`src/rtl/lwc_pkg.sv`:
```
// rtl/lwc_pkg.sv - shared LWC segment codes, header layout and loader states
package lwc_pkg;

  localparam logic [3:0] SEG_AD   = 4'h1;
  localparam logic [3:0] SEG_PT   = 4'h4;
  localparam logic [3:0] SEG_CT   = 4'h5;
  localparam logic [3:0] SEG_TAG  = 4'h8;
  localparam logic [3:0] SEG_KEY  = 4'hC;
  localparam logic [3:0] SEG_NPUB = 4'hD;

  localparam int HDR_TYPE_MSB = 31;
  localparam int HDR_TYPE_LSB = 28;
  localparam int HDR_EOI      = 26;
  localparam int HDR_EOT      = 25;
  localparam int HDR_LAST     = 24;

  typedef enum logic [1:0] {HDR, LOAD, EMIT} ld_state_t;

  // True for the segment types the Romulus mode datapath understands
  function automatic logic seg_type_known(input logic [3:0] t);
    return (t == SEG_AD) || (t == SEG_PT) || (t == SEG_CT) ||
           (t == SEG_TAG) || (t == SEG_KEY) || (t == SEG_NPUB);
  endfunction

endpackage

```
`src/rtl/lwc_block_pad.sv`:
```
// rtl/lwc_block_pad.sv - Romulus-style block padding (zero fill plus length byte)
module lwc_block_pad
  import lwc_pkg::*;
#(
  parameter int BLOCK_W = 128
) (
  input  logic [BLOCK_W-1:0]          i_blk,
  input  logic [$clog2(BLOCK_W/8):0]  i_nbytes,
  output logic [BLOCK_W-1:0]          o_blk
);

  localparam int NB = BLOCK_W / 8;

  // Partial block: clear bytes past nbytes, then put nbytes in the final byte
  always_comb begin
    o_blk = i_blk;
    if (int'(i_nbytes) < NB) begin
      for (int k = 0; k < NB; k++) begin
        if (k >= int'(i_nbytes)) o_blk[BLOCK_W-1-8*k -: 8] = 8'h00;
      end
      o_blk[7:0] = 8'(i_nbytes);
    end
  end

endmodule

```
`src/rtl/lwc_segment_loader.sv`:
```
// rtl/lwc_segment_loader.sv - LWC PDI header parser and padded block assembler
module lwc_segment_loader
  import lwc_pkg::*;
#(
  parameter int W       = 32,
  parameter int BLOCK_W = 128,
  parameter int LEN_W   = 16
) (
  input  logic                         clk,
  input  logic                         rst,
  input  logic [W-1:0]                 pdi_data,
  input  logic                         pdi_valid,
  output logic                         pdi_ready,
  output logic [BLOCK_W-1:0]           blk_data,
  output logic [$clog2(BLOCK_W/8):0]   blk_nbytes,
  output logic                         blk_pad,
  output logic [3:0]                   blk_type,
  output logic                         blk_last,
  output logic                         blk_eoi,
  output logic                         blk_eot,
  output logic                         blk_valid,
  input  logic                         blk_ready
);

  localparam int NB = BLOCK_W / 8;
  localparam int BW = W / 8;
  localparam int CW = $clog2(NB) + 1;
  localparam logic [1:0] HB_LAST = 2'(32 / W - 1);

  ld_state_t            r_state;
  logic [31:0]          r_hdr;
  logic [1:0]           r_hbeat;
  logic [BLOCK_W-1:0]   r_blk;
  logic [CW-1:0]        r_boff;
  logic [LEN_W-1:0]     r_rem;
  logic                 r_last;

  logic                 w_beat;
  logic                 w_emit;
  logic [32+W-1:0]      w_cat;
  logic [31:0]          w_hdr_next;
  logic [LEN_W-1:0]     w_len;
  logic [CW-1:0]        w_take;
  logic [W-1:0]         w_wmask;
  logic [BLOCK_W-1:0]   w_word_top;
  logic [BLOCK_W-1:0]   w_ins;
  logic [CW-1:0]        w_boff_next;
  logic [LEN_W-1:0]     w_rem_next;
  logic [BLOCK_W-1:0]   w_padded;
  logic                 w_unused_hdr;

  assign w_beat      = pdi_valid && pdi_ready;
  assign w_emit      = (r_state == EMIT);
  // Header beats arrive MSB first, so shift the previous beats up
  assign w_cat       = {r_hdr, pdi_data};
  assign w_hdr_next  = w_cat[31:0];
  assign w_len       = w_hdr_next[LEN_W-1:0];
  assign w_take      = (r_rem < LEN_W'(BW)) ? CW'(r_rem) : CW'(BW);
  assign w_boff_next = r_boff + w_take;
  assign w_rem_next  = r_rem - LEN_W'(w_take);
  // Word is aligned to the block MSBs, then slid down to the current byte offset
  assign w_word_top  = BLOCK_W'(pdi_data & w_wmask) << (BLOCK_W - W);
  assign w_ins       = w_word_top >> {r_boff, 3'b000};
  assign w_unused_hdr = ^{w_cat[32+W-1:32], r_hdr[27], r_hdr[HDR_LAST:0]};

  // Keep only the leading bytes of the beat that still belong to the segment
  always_comb begin
    w_wmask = '0;
    for (int i = 0; i < BW; i++) begin
      if (i < int'(w_take)) w_wmask[W-1-8*i -: 8] = 8'hFF;
    end
  end

  // Segment FSM: header collection, byte loading, block hand-off
  always_ff @(posedge clk) begin
    if (rst) begin
      r_state <= HDR;
      r_hdr   <= '0;
      r_hbeat <= '0;
      r_blk   <= '0;
      r_boff  <= '0;
      r_rem   <= '0;
      r_last  <= 1'b0;
    end else begin
      case (r_state)
        HDR: begin
          if (w_beat) begin
            r_hdr <= w_hdr_next;
            if (r_hbeat == HB_LAST) begin
              r_hbeat <= '0;
              r_rem   <= w_len;
              r_last  <= (w_len == '0);
              r_state <= (w_len == '0) ? EMIT : LOAD;
            end else begin
              r_hbeat <= r_hbeat + 2'd1;
            end
          end
        end
        LOAD: begin
          if (w_beat) begin
            r_blk  <= r_blk | w_ins;
            r_boff <= w_boff_next;
            r_rem  <= w_rem_next;
            if ((w_boff_next == CW'(NB)) || (w_rem_next == '0)) begin
              r_last  <= (w_rem_next == '0);
              r_state <= EMIT;
            end
          end
        end
        EMIT: begin
          if (blk_ready) begin
            r_blk   <= '0;
            r_boff  <= '0;
            r_last  <= 1'b0;
            r_state <= r_last ? HDR : LOAD;
          end
        end
        default: r_state <= HDR;
      endcase
    end
  end

  lwc_block_pad #(
    .BLOCK_W (BLOCK_W)
  ) u_pad (
    .i_blk    (r_blk),
    .i_nbytes (r_boff),
    .o_blk    (w_padded)
  );

  assign pdi_ready  = !w_emit;
  assign blk_valid  = w_emit;
  assign blk_data   = w_emit ? w_padded : '0;
  assign blk_nbytes = w_emit ? r_boff : '0;
  assign blk_pad    = w_emit && (r_boff < CW'(NB));
  assign blk_type   = w_emit ? r_hdr[HDR_TYPE_MSB:HDR_TYPE_LSB] : 4'h0;
  assign blk_last   = w_emit && r_last;
  assign blk_eoi    = blk_last && r_hdr[HDR_EOI];
  assign blk_eot    = blk_last && r_hdr[HDR_EOT];

endmodule

```
`config.mk`:
```
export PLATFORM = sky130hd
export DESIGN_NAME = lwc_segment_loader
export DESIGN_NICKNAME = d
export VERILOG_FILES = /design/src/rtl/lwc_pkg.sv /design/src/rtl/lwc_block_pad.sv /design/src/rtl/lwc_segment_loader.sv
export SDC_FILE = /design/constraint.sdc
export NUM_CORES = 1
export LEC_CHECK = 0
export ABC_CLOCK_PERIOD_IN_PS = 3750
export BUFFER_PORTS_ARGS = -buffer_cell sky130_fd_sc_hd__buf_2
export CAP_MARGIN = 20
export CORE_UTILIZATION = 50
export DETAILED_ROUTE_END_ITERATION = 16
export PLACE_DENSITY_LB_ADDON = 0.2
export SLEW_MARGIN = 20
export SYNTH_ARGS = -nofsm -noshare
export SYNTH_HDL_FRONTEND = slang
export SYNTH_SLANG_ARGS = --single-unit
```
`constraint.sdc`:
```
create_clock -name clk -period 3.75 [get_ports clk]
set_clock_uncertainty 0.2 [all_clocks]
set_input_delay 0.375 -clock clk [delete_from_list [all_inputs] [get_ports clk]]
set_output_delay 0.375 -clock clk [all_outputs]
set_load 0.01 [all_outputs]
```
==> qor.txt, run 1 <==
GR Util met3: 7.91%
Clock transition at path regs: 0.07 ns
Maximum vdd drop: 427 uV
Top Usage Layer GRT: met2
GRT overflow: 0
Latest clock arrival within the worst-skew pair: 0.43 ns
Pwr dens: 662 mW/mm2
NumNets Final: 1338
M2 GR Usage: 49.9%
Total wire length: 29.1 mm
HPWL after DPL: 20.7 mm
Total CTS buffers: 17
DRC Markers: 0
Slew @ Worst Pin: 0.983 ns
R2R Setup Slk: 0.14 ns
RSZ-0062 raised after global routing: false
Synth Register Bits: 160
Avg Inst Size Synth: 7.70 um2
Shortest period the worst path allows: 3.61 ns
Leakage: 0.00458 uW
Rel. slew slack: 34.3%
Initial DRC Count: 825
Post-Syn Instances: 1123
Area growth syn-to-layout: 22.0%
Fmax: 0.277 GHz
I/O Buffers: 178
Gr usage total: 32.6%
Number of synthesized flops with an enable pin: 0
Initial Util: 51.6%
Met1 Resource Use GR: 44.0%
Die area: 0.0178 mm2
Asr flop ratio synth: 0%
Setup TNS: 0 ns
Hold Path Class: in2reg
Synth cell types: 69
Hold_buf cts: 0
Core ar.: 0.0168 mm2
Die W: 133 um
CTS tree: yes
Htree depth: 4
Synth Cell Area: 0.00865 mm2
Die span in y: 133 um
First-pass GRT wire length: 44.8 mm
Psw: 2940 uW
Num ports: 179
Initial antenna violation count: 1
Status: complete, no violations
Worst EP arrival: 3.75 ns
Share of cells above drive strength 1: 21.6%
Total power draw: 6980 uW
Slew Viols, Final: 0
Sw frac: 42.1%
Ys flop type: dfxtp_1
Endpoint class of the critical path: register
Sequential element share of the synthesized area: 37.0%
Final setup vio count: 0
Clock tree buffer depth: 2
Average wire per standard cell: 19.1 um
Fin crit share: 96.2%
ANT nets after route: 0
Endpoints failing hold: 0
Int Pwr: 4040 uW
Rows: 47
Sequential share of power: 29.3%
GPL Wtd Cong: 0.937
Synth Net Count: 1171
TritonRoute pass-1 iters: 6
Logic pwr share: 43.5%
CP Class: reg2reg
CP startpoint kind: register
Clk root buf: clkbuf_16
DR vias: 9126
Max-cap viol count: 0
Vias in the first global route: 8281
Worst Path Required: 3.90 ns
Drt via density: 5.99
Warnings, synthesis: 0
CP Max Fanout: 4
Clock share of power: 27.1%
TritonCTS Sinks: 160
Pin count of the biggest net entering global routing: 57
## worst max-delay path, stage by stage, from the launching register on
cell and delay, ns:
dfxtp_1 0.31, or4_1 0.57, or3_4 0.39, nor2_8 0.10, inv_2 0.07, nor2_2 0.09
ha_2 0.20, fa_1 0.43, or3_1 0.35, o31a_1 0.28, nor2_2 0.16, o22ai_2 0.10
a221oi_2 0.25
## cells in the final DEF (no fill, tap or decap), types with 18 or more instances in the layout
cell type	synthesis	routed
buf_2	1	178
dfxtp_1	160	160
a21oi_1	150	149
and2_1	142	142
nor2_1	128	126
nand2_1	70	70
o21ai_0	48	48
inv_1	47	47
buf_4	0	43
a22oi_1	26	26
o22ai_1	22	21
nor3_1	19	18
## registers in the layout (all words and copies together), names as in the netlist
register / flops
r_blk: 128
r_state: 2
r_hdr: 6
r_rem: 16
r_boff: 5
r_last: 1
r_hbeat: 2
## per-stage QoR
stage                     hold WS, ns  cell area (um2)  cells  setup slack (ns)  util, %
final                          0.0859            10500   1524             0.142     62.9
after global routing           0.0915            10500   1523           0.00462     62.9
after CTS                      0.0769            10500   1522           0.00312     62.7
after detailed placement        0.233             9870   1490            0.0609     58.9
after global placement          0.227             9870   1490             0.127     58.9
after floorplan                 0.217             8650   1123            0.0558        -
## power groups by stage
stage	clock, uW	combinational [uW]	sequential, uW
6_report	1890	3040	2050
3_3_place_gp	0	2890	2070
4_1_cts	1900	2930	2040
5_1_grt	1980	3280	2070
2_1_floorplan	0	2060	2010
3_5_place_dp	0	2910	2080
## layer usage
layer  share of wire, %  vias up
met5                  0        -
met4                3.7        0
met3                9.2       90
met2                 44      482
met1                 43     4253
li1                   -     4301
## cells in the mapped netlist, types with 4 or more instances
library cell | number | area, um2
a211oi_1 | 11 | 82.6
a21o_1 | 12 | 90.1
a21oi_1 | 150 | 751
a221oi_1 | 8 | 70.1
a22o_1 | 7 | 61.3
a22oi_1 | 26 | 195
a31oi_1 | 15 | 93.8
a32oi_1 | 8 | 70.1
and2_1 | 142 | 888
and3_1 | 8 | 50.1
buf_1 | 7 | 26.3
clkbuf_1 | 65 | 244
dfxtp_1 | 160 | 3200
ha_1 | 11 | 138
inv_1 | 47 | 176
mux2i_1 | 14 | 140
nand2_1 | 70 | 263
nand2b_1 | 4 | 25.0
nand3_1 | 15 | 75.1
nand4_1 | 4 | 25.0
nor2_1 | 128 | 480
nor2b_1 | 8 | 50.1
nor3_1 | 19 | 95.1
nor4_1 | 10 | 62.6
o211ai_1 | 12 | 90.1
o21a_1 | 14 | 105
o21ai_0 | 48 | 240
o21ai_1 | 4 | 20.0
o22ai_1 | 22 | 138
o311ai_1 | 5 | 43.8
o31a_1 | 4 | 35.0
or3_1 | 4 | 25.0
or4_1 | 5 | 37.5
## repair_timing
item | in CTS | in global routing
setup endpoints to repair | 0 | 3
resized for setup | 0 | 8
setup buffers | 0 | 1
## area by class of cell
class                           count  area (um2)
Tap cell                          220         275
Clock buffer                       17         425
Clock inverter                     15         215
Multi-Input combinational cell    839        5000
Timing Repair Buffer              222        1230
Fill cell                        1565        6210
Antenna cell                        1        2.50
Sequential cell                   160        3200
Inverter                           50         188
## cell families after synthesis
| logic type | after synthesis | share of synthesized area (%) |
|---|---|---|
| compound gates | 368 | 26.9 |
| xor+xnor | 3 | 0.304 |
| buf+inv | 124 | 5.48 |
| simple gates | 438 | 26.5 |
| mux | 16 | 1.88 |
| other cells | 2 | 0.0869 |
| fa+ha+maj | 12 | 1.82 |
| flops | 160 | 37.0 |
## final timing paths
path,startpoint,endpoint,cells after the start
hold / removal,pdi_data[15],r_rem[15],3
setup / recovery,r_rem[6],r_state[1],12
setup reg to reg,r_rem[6],r_state[1],12
hold reg to reg,r_blk[105],r_blk[105],2
No activity file was read; power rests on OpenSTA's default activity.
==> run 2: changes to the inputs <==
Settings changed: CORE_UTILIZATION 50 to 52, CTS_BUF_LIST set to sky130_fd_sc_hd__clkbuf_8.
==> qor.txt, run 2 (same netlist as run 1, synthesis figures left out) <==
NumNets Final: 1341 (+0.22%)
Commonest non-fill, non-tap cell in the layout: buf_2
Setup crit start: r_rem[6]
TritonRoute pass-1 iters: 6 (unchanged)
Clock tree buffer depth: 2 (unchanged)
Area growth syn-to-layout: 19.7%
Drt via density: 5.94 (-0.81%)
Setup TNS: 0 ns (unchanged)
Register area: 0.00321 mm2 (about the same)
GPL Wtd Cong: 0.930 (-0.75%)
Total CTS buffers: 17 (unchanged)
Family with the most delay on the worst path: simple AND/OR/NAND/NOR gates
Core ar.: 0.0161 mm2 (-4.2%)
First-pass GRT wire length: 43.2 mm (-3.6%)
CTS tree: yes
Num ports: 179 (unchanged)
Gr usage total: 33.4% (+0.79 points)
Rows: 46 (-2.1%)
GRT overflow: 0 (unchanged)
HPWL after DPL: 20.6 mm (-0.69%)
Vias in the first global route: 7789 (-5.9%)
Shortest period the worst path allows: 3.64 ns (+0.0290 ns)
R2R depth: 12 (unchanged)
CP max-delay cell: or4_1
Crit path depth: 12 (unchanged)
Final setup vio count: 0 (unchanged)
Most frequent cells in the layout: buf_2 (178), dfxtp_1 (158), a21oi_1 (149)
Top Registers: r_blk x128, r_rem x16, r_hdr x6
Initial Util: 53.8% (+2.3 points)
Max reg flops: 128 (unchanged)
Pwr dens: 617 mW/mm2 (-6.7%)
CP Class: reg2reg
Final non-filler cell total: 1523 (-0.066%)
Fin crit share: 97.0% (+0.77 points)
Bufs and invs on worst path: 1 (unchanged)
Die span in y: 131 um (-1.9%)
Latest clock arrival within the worst-skew pair: 0.46 ns (+0.03 ns)
Met1 WL: 12.3 mm (-2.1%)
DR top layer: met5
Htree depth: 4 (unchanged)
Reg2reg end: r_state[1]
Area occupied by multi-input gates: 0.00502 mm2 (+0.40%)
Max-cap viol count: 0 (unchanged)
Initial DRC Count: 891 (+8.0%)
Worst EP arrival: 3.82 ns (+0.07 ns)
Clock transition at path regs: 0.09 ns (+0.02 ns)
I/O Buffers: 178 (unchanged)
WL met2: 12.9 mm (+0.67%)
Pre-CTS WS: 0.0317 ns (-0.0292 ns)
DRC Markers: 0 (unchanged)
Die W: 131 um (-1.9%)
Endpoint class of the critical path: register
Endpoints failing hold: 0 (unchanged)
R2R Path Start: r_rem[6]
CP startpoint kind: register
CP Max Fanout: 4 (unchanged)
Worst Path Required: 3.93 ns (+0.03 ns)
Clk root buf: clkbuf_8
Slew Viols, Final: 0 (unchanged)
Rel. slew slack: 41.3% (+7.0 points)
Worst setup path endpoint: r_state[1]
TritonCTS Sinks: 160 (unchanged)
Hold_buf cts: 0 (unchanged)
# fillers: 1420 (-9.3%)
Share of cells above drive strength 1: 21.9% (+0.33 points)
Slew @ Worst Pin: 0.874 ns (-0.109 ns)
Leakage: 0.00449 uW (-1.9%)
Die area: 0.0171 mm2 (-3.8%)
Most flops, register: r_blk
Hold Path Class: in2reg
Pin count of the biggest net entering global routing: 49 (-14%)
Maximum vdd drop: 363 uV (-15%)
Post-placement cell count: 1486 (-0.27%)
Fmax: 0.275 GHz (-0.80%)
R2R Setup Slk: 0.11 ns (-0.03 ns)
Average wire per standard cell: 18.9 um (-1.3%)
Final setup margin: 0.113 ns (-0.0290 ns)
ANT nets after route: 0 (unchanged)
DR vias: 9046 (-0.88%)
Met3 WL: 2.76 mm (+3.0%)
Initial antenna violation count: 3 (+2)
Worst-path cell chain: or4_1 -> or3_4 -> nor2_8 -> inv_4 -> nor2_4 -> ha_4 -> fa_1 -> or3_1 -> o31a_1 -> nor2_2 -> o22ai_2 -> a221oi_2
CP peak stage delay: 0.57 ns (about the same)
Total wire length: 28.7 mm (-1.4%)
Status: complete, no violations
==> run 2: report_power, final <==
part | internal [uW] | switching, uW | total, uW | leakage, uW
clock network | 567 | 721 | 1290 | 0.000203
logic | 1100 | 1960 | 3060 | 0.00299
registers | 1880 | 164 | 2040 | 0.00130
==> run 2: timing repair <==
| action | CTS | global route |
|---|---|---|
| gates resized for setup | 0 | 12 |
| buffers inserted | 0 | 4 |
| setup endpoints to repair | 0 | 3 |
==> run 2: metal layers <==
metal | vias to the layer above | global-route usage [%]
met5 | - | 0
met4 | 4 | 11.8
met3 | 68 | 7.33
met2 | 473 | 51.1
met1 | 4194 | 46.3
li1 | 4307 | -
==> run 2: cell type report <==
| cell class | count | area share [%] |
|---|---|---|
| Multi-Input combinational cell | 839 | 48.6 |
| Sequential cell | 160 | 31.0 |
| Timing Repair Buffer | 225 | 12.1 |
| Tap cell | 216 | 2.61 |
| Clock buffer | 18 | 2.39 |
| Inverter | 50 | 1.84 |
| Clock inverter | 14 | 1.45 |
| Antenna cell | 1 | 0.0242 |
==> run 2: how the worst min path moves through the flow <==
| stage | from | end | slack [ns] | depth (start not counted) |
|---|---|---|---|---|
| finish | pdi_data[15] | r_rem[15] | 0.05 | 3 |
| global route | pdi_data[15] | r_rem[15] | 0.06 | 3 |
| CTS | pdi_data[30] | r_hdr[30] | 0.03 | 3 |
| detailed placement | r_blk[25] | r_blk[25] | 0.23 | 2 |
| global placement | r_blk[58] | r_blk[58] | 0.23 | 2 |
| floorplan | r_blk[10] | r_blk[10] | 0.22 | 2 |
==> run 2: worst reg2reg max path, delay by kind of cell, from the launching register on <==
kind            cells  cell delay [ns]
simple gates        6             1.79
flops               1             0.32
buf+inv             1             0.06
compound gates      3             0.61
fa+ha+maj           2             0.58
==> run 2: per-stage QoR <==
step	power, uW	hold WS (ns)	utilization, %	cell area (um2)
floorplan	4070	0.217	-	8650
global placement	4940	0.227	61.4	9860
detailed placement	4980	0.234	61.4	9860
CTS	6230	0.0347	63.9	10300
global route	6730	0.0564	64.4	10300
finish	6390	0.0484	64.4	10300
